**src/rtl/if_id_queue.sv**
```systemverilog
// ----------------------------------------------------------------------------
// if_id_queue
//   Decoupling fetch queue between fetch and decode. Fetch pushes {pc, instr}
//   with a valid/ready handshake; decode sees the head entry first-word-fall-
//   through style one cycle after it was pushed. Flush squashes all entries.
//
//   All flow-control and head outputs are registered from next-state logic, so
//   in_ready never depends combinationally on out_ready.
//
// Ports
//   clk        rising-edge clock
//   reset      asynchronous active-low reset
//   in_valid   fetch presents {in_pc, in_instr}
//   in_pc      pc of fetched instruction
//   in_instr   fetched instruction word
//   in_ready   queue accepts a push this cycle (!full)
//   flush      squash every queued entry
//   out_valid  head entry valid
//   out_pc     head pc (0 when empty)
//   out_instr  head instr (NOP when empty)
//   out_ready  decode consumes the head
//   count      occupancy 0..DEPTH
//   stall_cnt  perf: cycles with in_valid & !in_ready
//   flush_cnt  perf: entries discarded by flush
//
// Configuration
//   IF_ID_PERF_EN  defined: perf counters implemented; undefined: tied to 0.
// ----------------------------------------------------------------------------
module if_id_queue #(
    parameter int unsigned DEPTH = 2,
    parameter int unsigned XLEN  = 32
) (
    input  logic                     clk,
    input  logic                     reset,
    input  logic                     in_valid,
    input  logic [XLEN-1:0]          in_pc,
    input  logic [XLEN-1:0]          in_instr,
    output logic                     in_ready,
    input  logic                     flush,
    output logic                     out_valid,
    output logic [XLEN-1:0]          out_pc,
    output logic [XLEN-1:0]          out_instr,
    input  logic                     out_ready,
    output logic [$clog2(DEPTH):0]   count,
    output logic [31:0]              stall_cnt,
    output logic [31:0]              flush_cnt
);

    localparam int unsigned AW = $clog2(DEPTH);
    localparam int unsigned PW = AW + 1;
    localparam logic [XLEN-1:0] NOP = XLEN'(32'h0000_0013);

    logic [XLEN-1:0] mem_pc    [DEPTH];
    logic [XLEN-1:0] mem_instr [DEPTH];

    logic [PW-1:0]   wr_ptr_q, wr_ptr_d;
    logic [PW-1:0]   rd_ptr_q, rd_ptr_d;
    logic [PW-1:0]   count_q, count_d;
    logic            in_ready_q, in_ready_d;
    logic            out_valid_q, out_valid_d;
    logic [XLEN-1:0] out_pc_q, out_pc_d;
    logic [XLEN-1:0] out_instr_q, out_instr_d;
    logic            full_d;
    logic            push;
    logic            pop;

    // Next-state: pointers, occupancy and the registered head view.
    always_comb begin
        push        = in_valid & in_ready_q & ~flush;
        pop         = out_valid_q & out_ready & ~flush;
        wr_ptr_d    = wr_ptr_q;
        rd_ptr_d    = rd_ptr_q;
        out_pc_d    = '0;
        out_instr_d = NOP;

        if (flush) begin
            wr_ptr_d = '0;
            rd_ptr_d = '0;
        end else begin
            if (push) wr_ptr_d = wr_ptr_q + PW'(1);
            if (pop)  rd_ptr_d = rd_ptr_q + PW'(1);
        end

        count_d     = wr_ptr_d - rd_ptr_d;
        full_d      = (wr_ptr_d[AW] != rd_ptr_d[AW]) &&
                      (wr_ptr_d[AW-1:0] == rd_ptr_d[AW-1:0]);
        in_ready_d  = ~full_d;
        out_valid_d = (wr_ptr_d != rd_ptr_d);

        // The entry being written this cycle becomes the head when the read
        // pointer lands on the slot being written; memory is not updated yet.
        if (out_valid_d) begin
            if (push && (wr_ptr_q == rd_ptr_d)) begin
                out_pc_d    = in_pc;
                out_instr_d = in_instr;
            end else begin
                out_pc_d    = mem_pc[rd_ptr_d[AW-1:0]];
                out_instr_d = mem_instr[rd_ptr_d[AW-1:0]];
            end
        end
    end

    // Control and output registers.
    always_ff @(posedge clk or negedge reset) begin
        if (!reset) begin
            wr_ptr_q    <= '0;
            rd_ptr_q    <= '0;
            count_q     <= '0;
            in_ready_q  <= 1'b0;
            out_valid_q <= 1'b0;
            out_pc_q    <= '0;
            out_instr_q <= NOP;
        end else begin
            wr_ptr_q    <= wr_ptr_d;
            rd_ptr_q    <= rd_ptr_d;
            count_q     <= count_d;
            in_ready_q  <= in_ready_d;
            out_valid_q <= out_valid_d;
            out_pc_q    <= out_pc_d;
            out_instr_q <= out_instr_d;
        end
    end

    // Entry storage; contents are meaningless until pointed to, so no reset.
    always_ff @(posedge clk) begin
        if (push) begin
            mem_pc[wr_ptr_q[AW-1:0]]    <= in_pc;
            mem_instr[wr_ptr_q[AW-1:0]] <= in_instr;
        end
    end

    assign in_ready  = in_ready_q;
    assign out_valid = out_valid_q;
    assign out_pc    = out_pc_q;
    assign out_instr = out_instr_q;
    assign count     = count_q;

`ifdef IF_ID_PERF_EN
    logic [31:0] stall_cnt_q;
    logic [31:0] flush_cnt_q;

    // Perf counters; wrap modulo 2^32.
    always_ff @(posedge clk or negedge reset) begin
        if (!reset) begin
            stall_cnt_q <= '0;
            flush_cnt_q <= '0;
        end else begin
            if (in_valid && !in_ready_q) stall_cnt_q <= stall_cnt_q + 32'd1;
            if (flush)                   flush_cnt_q <= flush_cnt_q + 32'(count_q);
        end
    end

    assign stall_cnt = stall_cnt_q;
    assign flush_cnt = flush_cnt_q;
`else
    assign stall_cnt = '0;
    assign flush_cnt = '0;
`endif

endmodule

```
**config.mk**
```make
export PLATFORM = sky130hd
export DESIGN_NAME = if_id_queue
export DESIGN_NICKNAME = d
export VERILOG_FILES = /design/src/rtl/if_id_queue.sv
export SDC_FILE = /design/constraint.sdc
export NUM_CORES = 1
export LEC_CHECK = 0
export CELL_PAD_IN_SITES_DETAIL_PLACEMENT = 0
export CELL_PAD_IN_SITES_GLOBAL_PLACEMENT = 1
export CORE_ASPECT_RATIO = 0.6
export CORE_MARGIN = 2
export CORE_UTILIZATION = 44
export DETAILED_ROUTE_END_ITERATION = 12
export PLACE_DENSITY = 0.95
export SETUP_SLACK_MARGIN = 0.5
export SLEW_MARGIN = 30
export SYNTH_ARGS = -nofsm -noshare
export SYNTH_HDL_FRONTEND = slang
export SYNTH_SLANG_ARGS = --single-unit
```
**constraint.sdc**
```tcl
create_clock -name clk -period 5.1 [get_ports clk]
set_clock_uncertainty 0.2 [all_clocks]
set_input_delay 0.51 -clock clk [delete_from_list [all_inputs] [get_ports clk]]
set_output_delay 0.51 -clock clk [all_outputs]
set_load 0.005 [all_outputs]
```
==> reports/qor.csv <==
metric,value,unit
layout.cells.non_filler,935,
number_of_design_rule_violations_left_after_detail_routing,0,
cts_max_level,4,
synthMostInstantiatedCell,edfxtp_1,
clock_insertion_delay_worst_skew,0.42,ns
power.ir.vdd_worst,0.000242,V
grt_start_max_net_pins,73,
clock_path_buffers,2,
yosysTopAreaCell,edfxtp_1,
fp.dieArea,20800,sq um
start_util,0.451,
netlist.area_leader.share,0.446,
vias,4779,
root_buffer_master,clkbuf_16,
cts_made_buffers,17,
internal_power,3.14,mW
maxCapViolCount,0,
p_sw,1.24,mW
routabilityCongestion,0.757,
antenna_left,0,
pwr-share-clk,0.294,
fin_crit_sh,0.629,
netlist_area,8630,sq um
placed_cell_area,9930,sq um
synth_area_leaders,"edfxtp_1, dfrtp_1, a221oi_2",
ys_async_sr_fraction,0.360,
post_synthesis_to_final_layout_area_growth,22.5,%
clock_sink_count,200,
violation_count_after_the_first_detailed_route_iteration,328,
timing.slew.headroom,0.394,
crit_path_end_kind,flip-flop,
status,"finished, final reports clean",
switching_share,0.283,
fin_setup_tns,0,ns
die-width,185,microns
hold_path.class,reg2reg,
layout.nets,728,
detail_route.wl_per_cell,19.7,microns
setup_viol_count_final,0,
track_usage,0.177,
tightestPinTransition,0.891,ns
drive_gt1_frac,0.181,
arrival,3.27,ns
coreArea,19100,sq um
final-hold-violation-count,0,
grt_antenna_before_repair,1,
synth-edff-count,128,
critical_path_fanouts_max,35,
netlist-cell-type-count,34,
synth_top_cells_by_count,"edfxtp_1, dfrtp_1, buf_4",
slew_viol_final,0,
cts.reportedPaths.clkPinSlew,0.08,ns
unrepaired_setup_endpoints_after_global_routing,false,
share_seq_of_total_power,0.458,
vias_per_inst,5.11,
seq_area_frac_synth,0.655,
fin_worst_setup_slack,1.89,ns
grt_pass1_wl,28.0,mm
netlist_instances,532,
mean_post_synth_cell_area,16.2,sq um
clock_tree_from_tritoncts,done,
fin_crit,3.21,ns
pre_antenna_drt_iters,4,
fmax,312,MHz
combPwrFrac,0.248,
synth_seq_cells,200,
post-place-cells,900,
numPortBuffers,136,
leakage_power_figure,4.14,nW
die_height,112,microns
synthFlopType,edfxtp_1,
worstSetupStartpointType,input port,
ant_diodes,0,
ioPinCount,201,
timing.critical_path.required,5.16,ns
timing_worst_setup_path_type,in2reg,
dp_hpwl,10.9,mm
first_global_vias,4911,
cellPowerDensity,415,nW/um^2
yosys_warnings,0,
routed_wirelength,18.5,mm
grt-ovfl-total,0,
post_cts.repair.setup_buffers,0,
post-place-ws,1.47,ns
stdcell_area,10600,sq um
core.rowCount,39,
## stage by stage
| step | total power [mW] | util | hold slack [ns] |
|---|---|---|---|
| finish | 4.38 | 0.552 | 0.431 |
| CTS | 4.41 | 0.549 | 0.0922 |
| detailed placement | 3.13 | 0.519 | 0.433 |
| global placement | 3.09 | 0.518 | 0.420 |
| global route | 4.57 | 0.552 | 0.456 |
| floorplan | 2.65 | - | 0.0144 |
## worst paths after layout
check	from	to	depth (start not counted)	slack (ns)
worst max-delay path	flush	out_instr[27]	7	1.89
worst min-delay path	mem_instr[1][2]	out_instr[2]	2	0.43
worst max register to register	out_valid	out_instr[27]	6	2.17
worst min register to register	mem_instr[1][2]	out_instr[2]	2	0.43
max in group asynchronous	reset	out_instr[13]	2	3.71
min in group asynchronous	reset	out_pc[22]	2	0.49
## registers in the layout, indices dropped and copies added (netlist names)
name / flops
count: 2
in_ready: 1
mem_instr: 64
mem_pc: 64
out_instr: 32
out_pc: 32
out_valid: 1
rd_ptr_q: 2
wr_ptr_q: 2
## power by group through the flow
stage          combinational [mW]  clock, mW  sequential, mW
5_1_grt                      1.16       1.38            2.03
3_3_place_gp                 1.04          0            2.04
3_5_place_dp                 1.08          0            2.04
4_1_cts                      1.09       1.31            2.01
2_1_floorplan               0.613          0            2.04
6_report                     1.09       1.29            2.01
## per-layer routing
metal,wire [microns],global-route usage,vias up
met5,13,0,-
met4,92,0.0333,2
met3,1250,0.0435,9
met2,8810,0.277,161
met1,8290,0.254,2438
li1,-,-,2169
## layout make-up
cell class	count	area, sq um
multi-input cells	287	2510
clock buffers	18	429
repair buffers	144	1490
well taps	266	333
clock inverters	14	138
inverters	6	22.5
flip-flops and latches	200	5650
fillers	1517	8560
## placed cells by master, fill, tap and decap left out, types with 3 or more instances in the layout
master	netlist	final
clkdlybuf4s50_1	0	135
mux2i_1	62	62
inv_6	0	5
edfxtp_1	128	128
o21ai_1	3	3
mux2i_4	4	4
mux2_2	4	4
inv_1	6	6
dfstp_2	3	3
conb_1	1	64
dfrtp_1	69	69
clkbuf_16	0	17
a21oi_1	3	3
inv_8	0	3
a221oi_2	60	60
buf_12	0	3
nor3_1	65	65
ha_4	0	3
## kinds of logic (layout without fill, tap and decap cells)
logic type | after synthesis | after routing | synth area share
multiplexers | 70 | 70 | 0.0876
adder cells (fa/ha/maj) | 3 | 3 | 0.00435
AO/OA/AOI/OAI | 67 | 67 | 0.109
buffers and inverters | 108 | 182 | 0.0886
XOR/XNOR | 4 | 4 | 0.00580
flip-flops | 200 | 200 | 0.655
AND/OR/NAND/NOR | 79 | 79 | 0.0495
other | 1 | 64 | 0.000435
## worst max-delay path: stages
cell and delay, ns:
clkdlybuf4s50_1 0.67, nor2_1 0.12, mux2i_4 0.56, inv_1 0.21, ha_4 0.71, buf_12 0.31
a221oi_2 0.11
## timing repair
action / 4_1_cts / 5_1_grt
resized for setup: 0 / 0
endpoints found under the hold margin: 0 / 46
hold buffers: 0 / 1
Note: power is estimated with default switching activity, not from simulation.
